==> config.mk <==
export PLATFORM = sky130hd
export DESIGN_NAME = trng_rs_sampler
export DESIGN_NICKNAME = d
export VERILOG_FILES = /design/src/rtl/trng_rs_sampler.sv
export SDC_FILE = /design/constraint.sdc
export NUM_CORES = 1
export LEC_CHECK = 0
export CAP_MARGIN = 40
export CORE_UTILIZATION = 45
export CTS_CLUSTER_SIZE = 12
export DETAILED_ROUTE_END_ITERATION = 6
export MAX_ROUTING_LAYER = met4
export PLACE_DENSITY_LB_ADDON = 0.05
export SLEW_MARGIN = 40
export SYNTH_ARGS = -nofsm -noshare
export SYNTH_HDL_FRONTEND = slang
export SYNTH_SLANG_ARGS = --single-unit
==> constraint.sdc <==
create_clock -name clk -period 3.2 [get_ports clk]
set_input_delay 0.32 -clock clk [delete_from_list [all_inputs] [get_ports clk]]
set_output_delay 0.32 -clock clk [all_outputs]
set_load 0.02 [all_outputs]
==> src/rtl/trng_rs_sampler.sv <==
// RS-latch entropy sampler: excite/release/capture sequencing, XOR combining, repetition-count
// health test and word packing. Define TRNG_VN_EN to insert a von Neumann corrector on raw bits.
`timescale 1ns/1ps
module trng_rs_sampler #(
  parameter int N_CH       = 4,
  parameter int OUT_W      = 8,
  parameter int EXC_CYC    = 2,
  parameter int SETTLE_CYC = 3,
  parameter int REP_LIM    = 32
) (
  input  logic             clk,
  input  logic             rst,
  input  logic             en,
  output logic [N_CH-1:0]  lat_r,
  output logic [N_CH-1:0]  lat_s,
  input  logic [N_CH-1:0]  lat_q,
  output logic [OUT_W-1:0] rnd_data,
  output logic             rnd_valid,
  input  logic             rnd_ready,
  output logic             fault
);
  localparam int CNT_MAX = (EXC_CYC > SETTLE_CYC) ? EXC_CYC : SETTLE_CYC;
  localparam int CNT_W   = $clog2(CNT_MAX + 1);
  localparam int BIT_W   = $clog2(OUT_W + 1);
  localparam int REP_W   = $clog2(REP_LIM + 1);

  typedef enum logic [1:0] {IDLE, EXCITE, RELEASE, CAPTURE} state_t;

  state_t             state, state_nxt;
  logic [CNT_W-1:0]   cnt;
  logic [N_CH-1:0]    sync_p0, sync_p1;
  logic               raw, cap, acc, acc_bit, trip, word_done;
  logic [REP_W-1:0]   rep_cnt, rep_nxt;
  logic               prev_raw;
  logic [BIT_W-1:0]   bit_cnt;
  logic [OUT_W-2:0]   shreg;
  logic [OUT_W-1:0]   data_nxt;

  function automatic logic [REP_W-1:0] rep_sat_inc(input logic [REP_W-1:0] c);
    if (c == REP_W'(REP_LIM)) return c;
    return c + REP_W'(1);
  endfunction

  // Stage p0/p1: two-flop synchroniser on the asynchronous latch outputs
  always_ff @(posedge clk or posedge rst) begin
    if (rst) begin
      sync_p0 <= '0;
      sync_p1 <= '0;
    end else begin
      sync_p0 <= lat_q;
      sync_p1 <= sync_p0;
    end
  end

  assign raw = ^sync_p1;
  assign cap = (state == CAPTURE);

  // A zero run count means no previous raw bit exists yet
  always_comb begin
    rep_nxt = REP_W'(1);
    if (rep_cnt != '0 && raw == prev_raw) rep_nxt = rep_sat_inc(rep_cnt);
  end
  assign trip = cap && (rep_nxt == REP_W'(REP_LIM));

`ifdef TRNG_VN_EN
  logic vn_have, vn_first;

  always_ff @(posedge clk or posedge rst) begin
    if (rst) begin
      vn_have  <= 1'b0;
      vn_first <= 1'b0;
    end else if (cap) begin
      vn_have  <= ~vn_have;
      vn_first <= raw;
    end
  end

  assign acc     = cap && vn_have && (vn_first != raw);
  assign acc_bit = vn_first;
`else
  assign acc     = cap;
  assign acc_bit = raw;
`endif

  assign word_done = acc && (bit_cnt == BIT_W'(OUT_W - 1));
  assign data_nxt  = {shreg, acc_bit};

  // Partial-word shift register carries data only; bit_cnt decides validity
  always_ff @(posedge clk) begin
    if (acc) shreg <= data_nxt[OUT_W-2:0];
  end

  always_ff @(posedge clk or posedge rst) begin
    if (rst) begin
      rep_cnt   <= '0;
      prev_raw  <= 1'b0;
      fault     <= 1'b0;
      bit_cnt   <= '0;
      rnd_data  <= '0;
      rnd_valid <= 1'b0;
    end else begin
      if (cap) begin
        prev_raw <= raw;
        rep_cnt  <= rep_nxt;
        if (trip) fault <= 1'b1;
      end
      if (rnd_valid && rnd_ready) rnd_valid <= 1'b0;
      if (acc) begin
        if (word_done) begin
          bit_cnt <= '0;
          // A word finishing on the tripping capture is dropped
          if (!trip && !fault) begin
            rnd_data  <= data_nxt;
            rnd_valid <= 1'b1;
          end
        end else begin
          bit_cnt <= bit_cnt + BIT_W'(1);
        end
      end
      if (fault) rnd_valid <= 1'b0;
    end
  end

  always_ff @(posedge clk or posedge rst) begin
    if (rst) begin
      state <= IDLE;
      cnt   <= '0;
    end else begin
      state <= state_nxt;
      if (state_nxt != state || state == IDLE) cnt <= '0;
      else                                     cnt <= cnt + CNT_W'(1);
    end
  end

  always_comb begin
    state_nxt = state;
    case (state)
      IDLE:    if (en && !rnd_valid && !fault) state_nxt = EXCITE;
      EXCITE:  if (cnt == CNT_W'(EXC_CYC - 1)) state_nxt = RELEASE;
      RELEASE: if (cnt == CNT_W'(SETTLE_CYC - 1)) state_nxt = CAPTURE;
      CAPTURE: state_nxt = (en && !word_done && !trip && !fault) ? EXCITE : IDLE;
      default: state_nxt = IDLE;
    endcase
  end

  always_comb begin
    lat_r = '0;
    lat_s = '0;
    if (state == EXCITE) begin
      lat_r = '1;
      lat_s = '1;
    end
  end

endmodule

### Word level (Yosys, flattened, before mapping)

Index checks and enable logic that the tools add are counted.

* bits in registers: 40
* input bits: 8
* output and inout bits: 18
* logic and storage cells: 62

* add/sub/neg operators: 3
* eq/ne operators: 10
* mux-type cells: 18
* reductions and logical operators: 20

Operators with widths (number)
* $mux 6: 3
* $eq 6x6->1 const B: 2
* $logic_and 1x1->1: 10
* $mux 1: 8
* $mux 2: 4
* $mux 4: 2
* $pmux 2 s4: 1
* $add 6x1->6 const B: 1
* $eq 2x2->1 const B: 3
* $reduce_bool 6->1: 1
* $add 4x1->4 const B: 1
* $eq 2x1->1 const B: 2
* $eq 4x3->1 const B: 1
* $logic_not 1->1: 4
* $reduce_xor 4->1: 1
* $reduce_and 3->1: 1
* $add 2x1->2 const B: 1
* $logic_not 2->1: 1
* $ne 2x2->1: 1
* $reduce_and 2->1: 1
* $eq 1x1->1: 1
* $logic_or 1x1->1: 1

### Depth between registers and ports, before layout

* depth in word-level cells: 16
* depth in mapped cells: 8
* gate-level depth less buffers: 7

### Worst setup path after synthesis

Ideal clock, no wire load.

* path type: register -> register
* from: register rep_cnt[0]
* to: register rnd_data[0]
* library setup time: 0.125 ns
* arrival: 2.108 ns
* required time: 3.075 ns
* setup slack: 0.967 ns
* cell stages (with the launch flop): 8
* buffers on the path: 0
* period minus slack after synthesis: 2.233 ns
* cells stage by stage: dfrtp_1 > inv_1 > ha_1 > nor4b_4 > a211o_2 > a222oi_1 > a211oi_4 > mux2_2

* word-level cells in the longest chain between the ends: 10
* elaborated cells between the ends (all ways): 14
* those cells by class: add/sub (1); eq/ne (2); mux (5); reduce/logical (6)

Ends and longest elaborated chain
* from (decl): line 33 `logic [REP_W-1:0] rep_cnt, rep_nxt;`
* from (signal assigned): line 104 `rep_cnt <= rep_nxt;`
* branches (longest 4 deep; another with $add 6x1->6)
* $mux 6 *: line 61 `if (rep_cnt != '0 && raw == prev_raw) rep_nxt = rep_sat_inc(rep_cnt);`
* $eq 6x6->1 *: line 63 `assign trip = cap && (rep_nxt == REP_W'(REP_LIM));`
* $logic_and 1x1->1 *: line 63
* $logic_not 1->1 *: line 112 `if (!trip && !fault) begin`
* $logic_and 1x1->1 *: line 112
* $reduce_and 3->1 (no line) *
* to (signal assigned): line 113 `rnd_data <= data_nxt;`
* to (decl): line 17 `output logic [OUT_W-1:0] rnd_data,`

Mark *: on every way between the ends. The select of a mux whose other input is x is not followed.
A chain may end at the register's enable or synchronous reset.

### Final worst setup path

Ends and elaborated chain as after synthesis.

==> run summary <==
status: finished clean
Clock Skew: 5.34 ps
global-route wire length before repair: 5130 µm
GRT Total Usage: 16.8%
highest net fanout along the worst path: 9
Max Root-Sink Buffers: 2
Top Metal Used: met4
sum of negative setup slack: 0 ps
relative max-transition margin: 59.7%
pwr dens: 827 nW/µm²
post-detailed-placement cell area: 2060 µm²
antenna-violating nets left: 0
Highest Clock Rate: 399 MHz
number of cell instances on the worst register-to-register path: 7
clock tree from TritonCTS: yes
share of the cycle needed by the critical path after routing: 78.4%
clock latency reported for the late side of the worst-skew pair: 290 ps
buffer count from post-CTS setup fixing: 0
Required @ worst endpoint: 3370 ps
M1 wire length: 1350 µm
Detailed Place HPWL: 2130 µm
unrepaired setup endpoints after global routing: no
setup slack of the worst register-to-register path: 690 ps
Power Total: 1800 µW
CP Launch Point: rep_cnt[0]$_DFFE_PP0P_
clock power share: 22.2%
root buffer cell: clkbuf_8
aggregate global routing overflow: 0
WL per Instance: 13.8 µm
maximum number of pins on one net before global-route repair: 34
nets in the synthesized netlist: 161
number of register bits inferred by synthesis: 40
synthesized instance count: 148
leakage power of the design: 0.000970 µW
Reg-to-Reg Start: rep_cnt[0]$_DFFE_PP0P_
CTS HTree Levels: 2
initial core utilization: 48.4%
fraction of registers with async set/reset: 82.5%
die outline area: 4310 µm²
antenna violations before repair: 0
Post-Layout Inst Area: 2170 µm²
Peak VDD IR: 0.438 mV
worst r2r dst: rnd_data[0]$_DFFE_PP0P_
CTS hold repair buffers: 0
Pre-Repair DR Iteration Count: 4
Fin. Hold Viols: 0
CTS-repair resized insts: 0
switch share: 33.2%
clk sinks: 40
core box area: 3770 µm²
transition time at the pin with the least slew margin: 605 ps
combinational share of power: 36.7%
fraction of final layout cells with drive strength greater than 1: 14.0%
height of the die: 65.7 µm
Post-Syn Area per Cell: 12.3 µm²
number of rows created at floorplan: 22
Slew Viols, Final: 0
detailed-routed wire length on met2: 1490 µm
summed instance area of the synthesized netlist: 1820 µm²
startpoint kind of the worst setup timing path: flip-flop
total of endpoints with negative setup slack in the final report: 0
clock transition at the register clock pins on the worst setup and hold paths after CTS: 80 ps
switching power of the nets: 596 µW
Final Routed Wirelength: 3020 µm
WHS: 357 ps
hold path depth: 0
sequential fraction of the synthesis area: 56.8%
max cap viols: 0
via total after detailed routing: 1157
count of input and output buffers: 25
CTS Buf Count: 5
critical path start-end classification: flip-flop to flip-flop
net total in the final layout: 183
Setup crit end kind: flip-flop
final period demand of the worst path: 2510 ps
internal power contribution: 1200 µW
HP Class: flip-flop to flip-flop
drc violations: 0
I/O pin cnt: 26
synth warn: 0
Top FF cell, synth: dfrtp_1
length of routed met3 wiring: 118 µm
DRC marker count from the first detailed-route iteration: 45
Die Span X: 65.7 µm
number of global-route vias before repair: 1150
weighted congestion reported at the end of routability-driven placement: 0.871
Inserted Diodes: 0
synth unique cells: 40
end of the critical path: rnd_data[0]$_DFFE_PP0P_
arrival time at the worst endpoint: 2680 ps
Post-Place Setup Slack: 718 ps
Worst Setup Slack, final: 693 ps
sequential fraction of design power: 41.1%
Area growth, synth to finish: 18.9%
number of enable flip-flop cells after synthesis: 7
vias per cell: 5.28
[power by group through the flow]
stage	Sequential [µW]	Combinational, µW	Clock, µW
floorplan	765	453	0
global placement	741	643	0
detailed placement	748	665	0
CTS	737	667	409
global route	758	718	432
finish	737	659	399
[metal layers]
layer / vias up / track usage, %
li1: 548 / -
met1: 578 / 18.5
met2: 25 / 28.2
met3: 6 / 5.21
met4: 0 / 6.52
met5: - / -
[flip-flops by register name, summed over array words and instances (netlist names)]
signal     flops
bit_cnt        4
cnt            2
fault          1
prev_raw       1
rep_cnt        6
rnd_data       8
rnd_valid      1
shreg          7
state          2
sync_p0        4
sync_p1        4
[synth_stat cells (all sizes together) (2+ instances only)]
master,count,area [µm²]
ha,5,62.6
nand2,16,60.1
mux2i,5,50.1
nor2,6,22.5
nand3,5,30.0
xnor2,4,42.6
a211o,2,20.0
mux2,8,90.1
a21oi,5,25.0
edfxtp,7,210
a31oi,2,12.5
nand4,2,12.5
inv,9,33.8
clkbuf,3,12.5
a21o,2,16.3
buf,9,75.1
o21ai,3,15.0
nand3b,3,22.5
dfrtp,33,826
nor2b,4,25.0
[worst min-delay path by stage]
| stage | end | slack, ps | start |
|---|---|---|---|
| 3_5_place_dp | sync_p1[3]$_DFF_PP0_ | 340 | sync_p0[3]$_DFF_PP0_ |
| 4_1_cts | sync_p1[3]$_DFF_PP0_ | 350 | sync_p0[3]$_DFF_PP0_ |
| 3_3_place_gp | sync_p1[0]$_DFF_PP0_ | 330 | sync_p0[0]$_DFF_PP0_ |
| 6_report | sync_p1[2]$_DFF_PP0_ | 360 | sync_p0[2]$_DFF_PP0_ |
| 2_1_floorplan | sync_p1[0]$_DFF_PP0_ | 330 | sync_p0[0]$_DFF_PP0_ |
| 5_1_grt | sync_p1[1]$_DFF_PP0_ | 370 | sync_p0[1]$_DFF_PP0_ |
[stage by stage]
stage	instances	util, %
detailed placement	211	54.7
finish	219	57.5
global route	219	57.5
CTS	219	57.5
global placement	211	54.7
floorplan	148	-
[final cells by class]
cell class / instances / area, µm²
timing repair buffer: 27 / 265
tap: 48 / 60.1
clock buffer: 6 / 72.6
sequential: 40 / 1040
inverter: 9 / 33.8
clock inverter: 2 / 35.0
multi-input combinational: 87 / 667
fill: 301 / 1600
[layout by cell type (no fill, tap or decap), drive strengths merged, types with 4 or more instances in the layout]
cell,netlist,routed
a21oi,5,5
clkbuf,3,6
clkdlybuf4s50,0,25
dfrtp,33,33
edfxtp,7,7
ha,5,5
inv,9,9
mux2,8,8
mux2i,5,5
nand2,16,16
nand3,5,5
nor2,6,6
nor2b,4,4
xnor2,4,4
[worst max-delay path, cell delays in order (launching register included)]
cell	delay, ps
dfrtp_1	410
inv_1	140
ha_1	190
nor4b_4	310
nand2_1	120
and3_1	290
a211oi_4	540
mux2_2	400
[logic make-up after synthesis]
kind of cell,Yosys count,share of synthesized area [%]
DFF,40,56.8
xor gates and xnor gates,6,4.05
adders and majority gates,5,3.43
muxes,13,7.68
AOI/OAI and AO/OA,20,8.37
buffers and inverters,21,6.65
and+or+nand+nor,43,13.0
No activity file was read; power rests on OpenSTA's default activity.
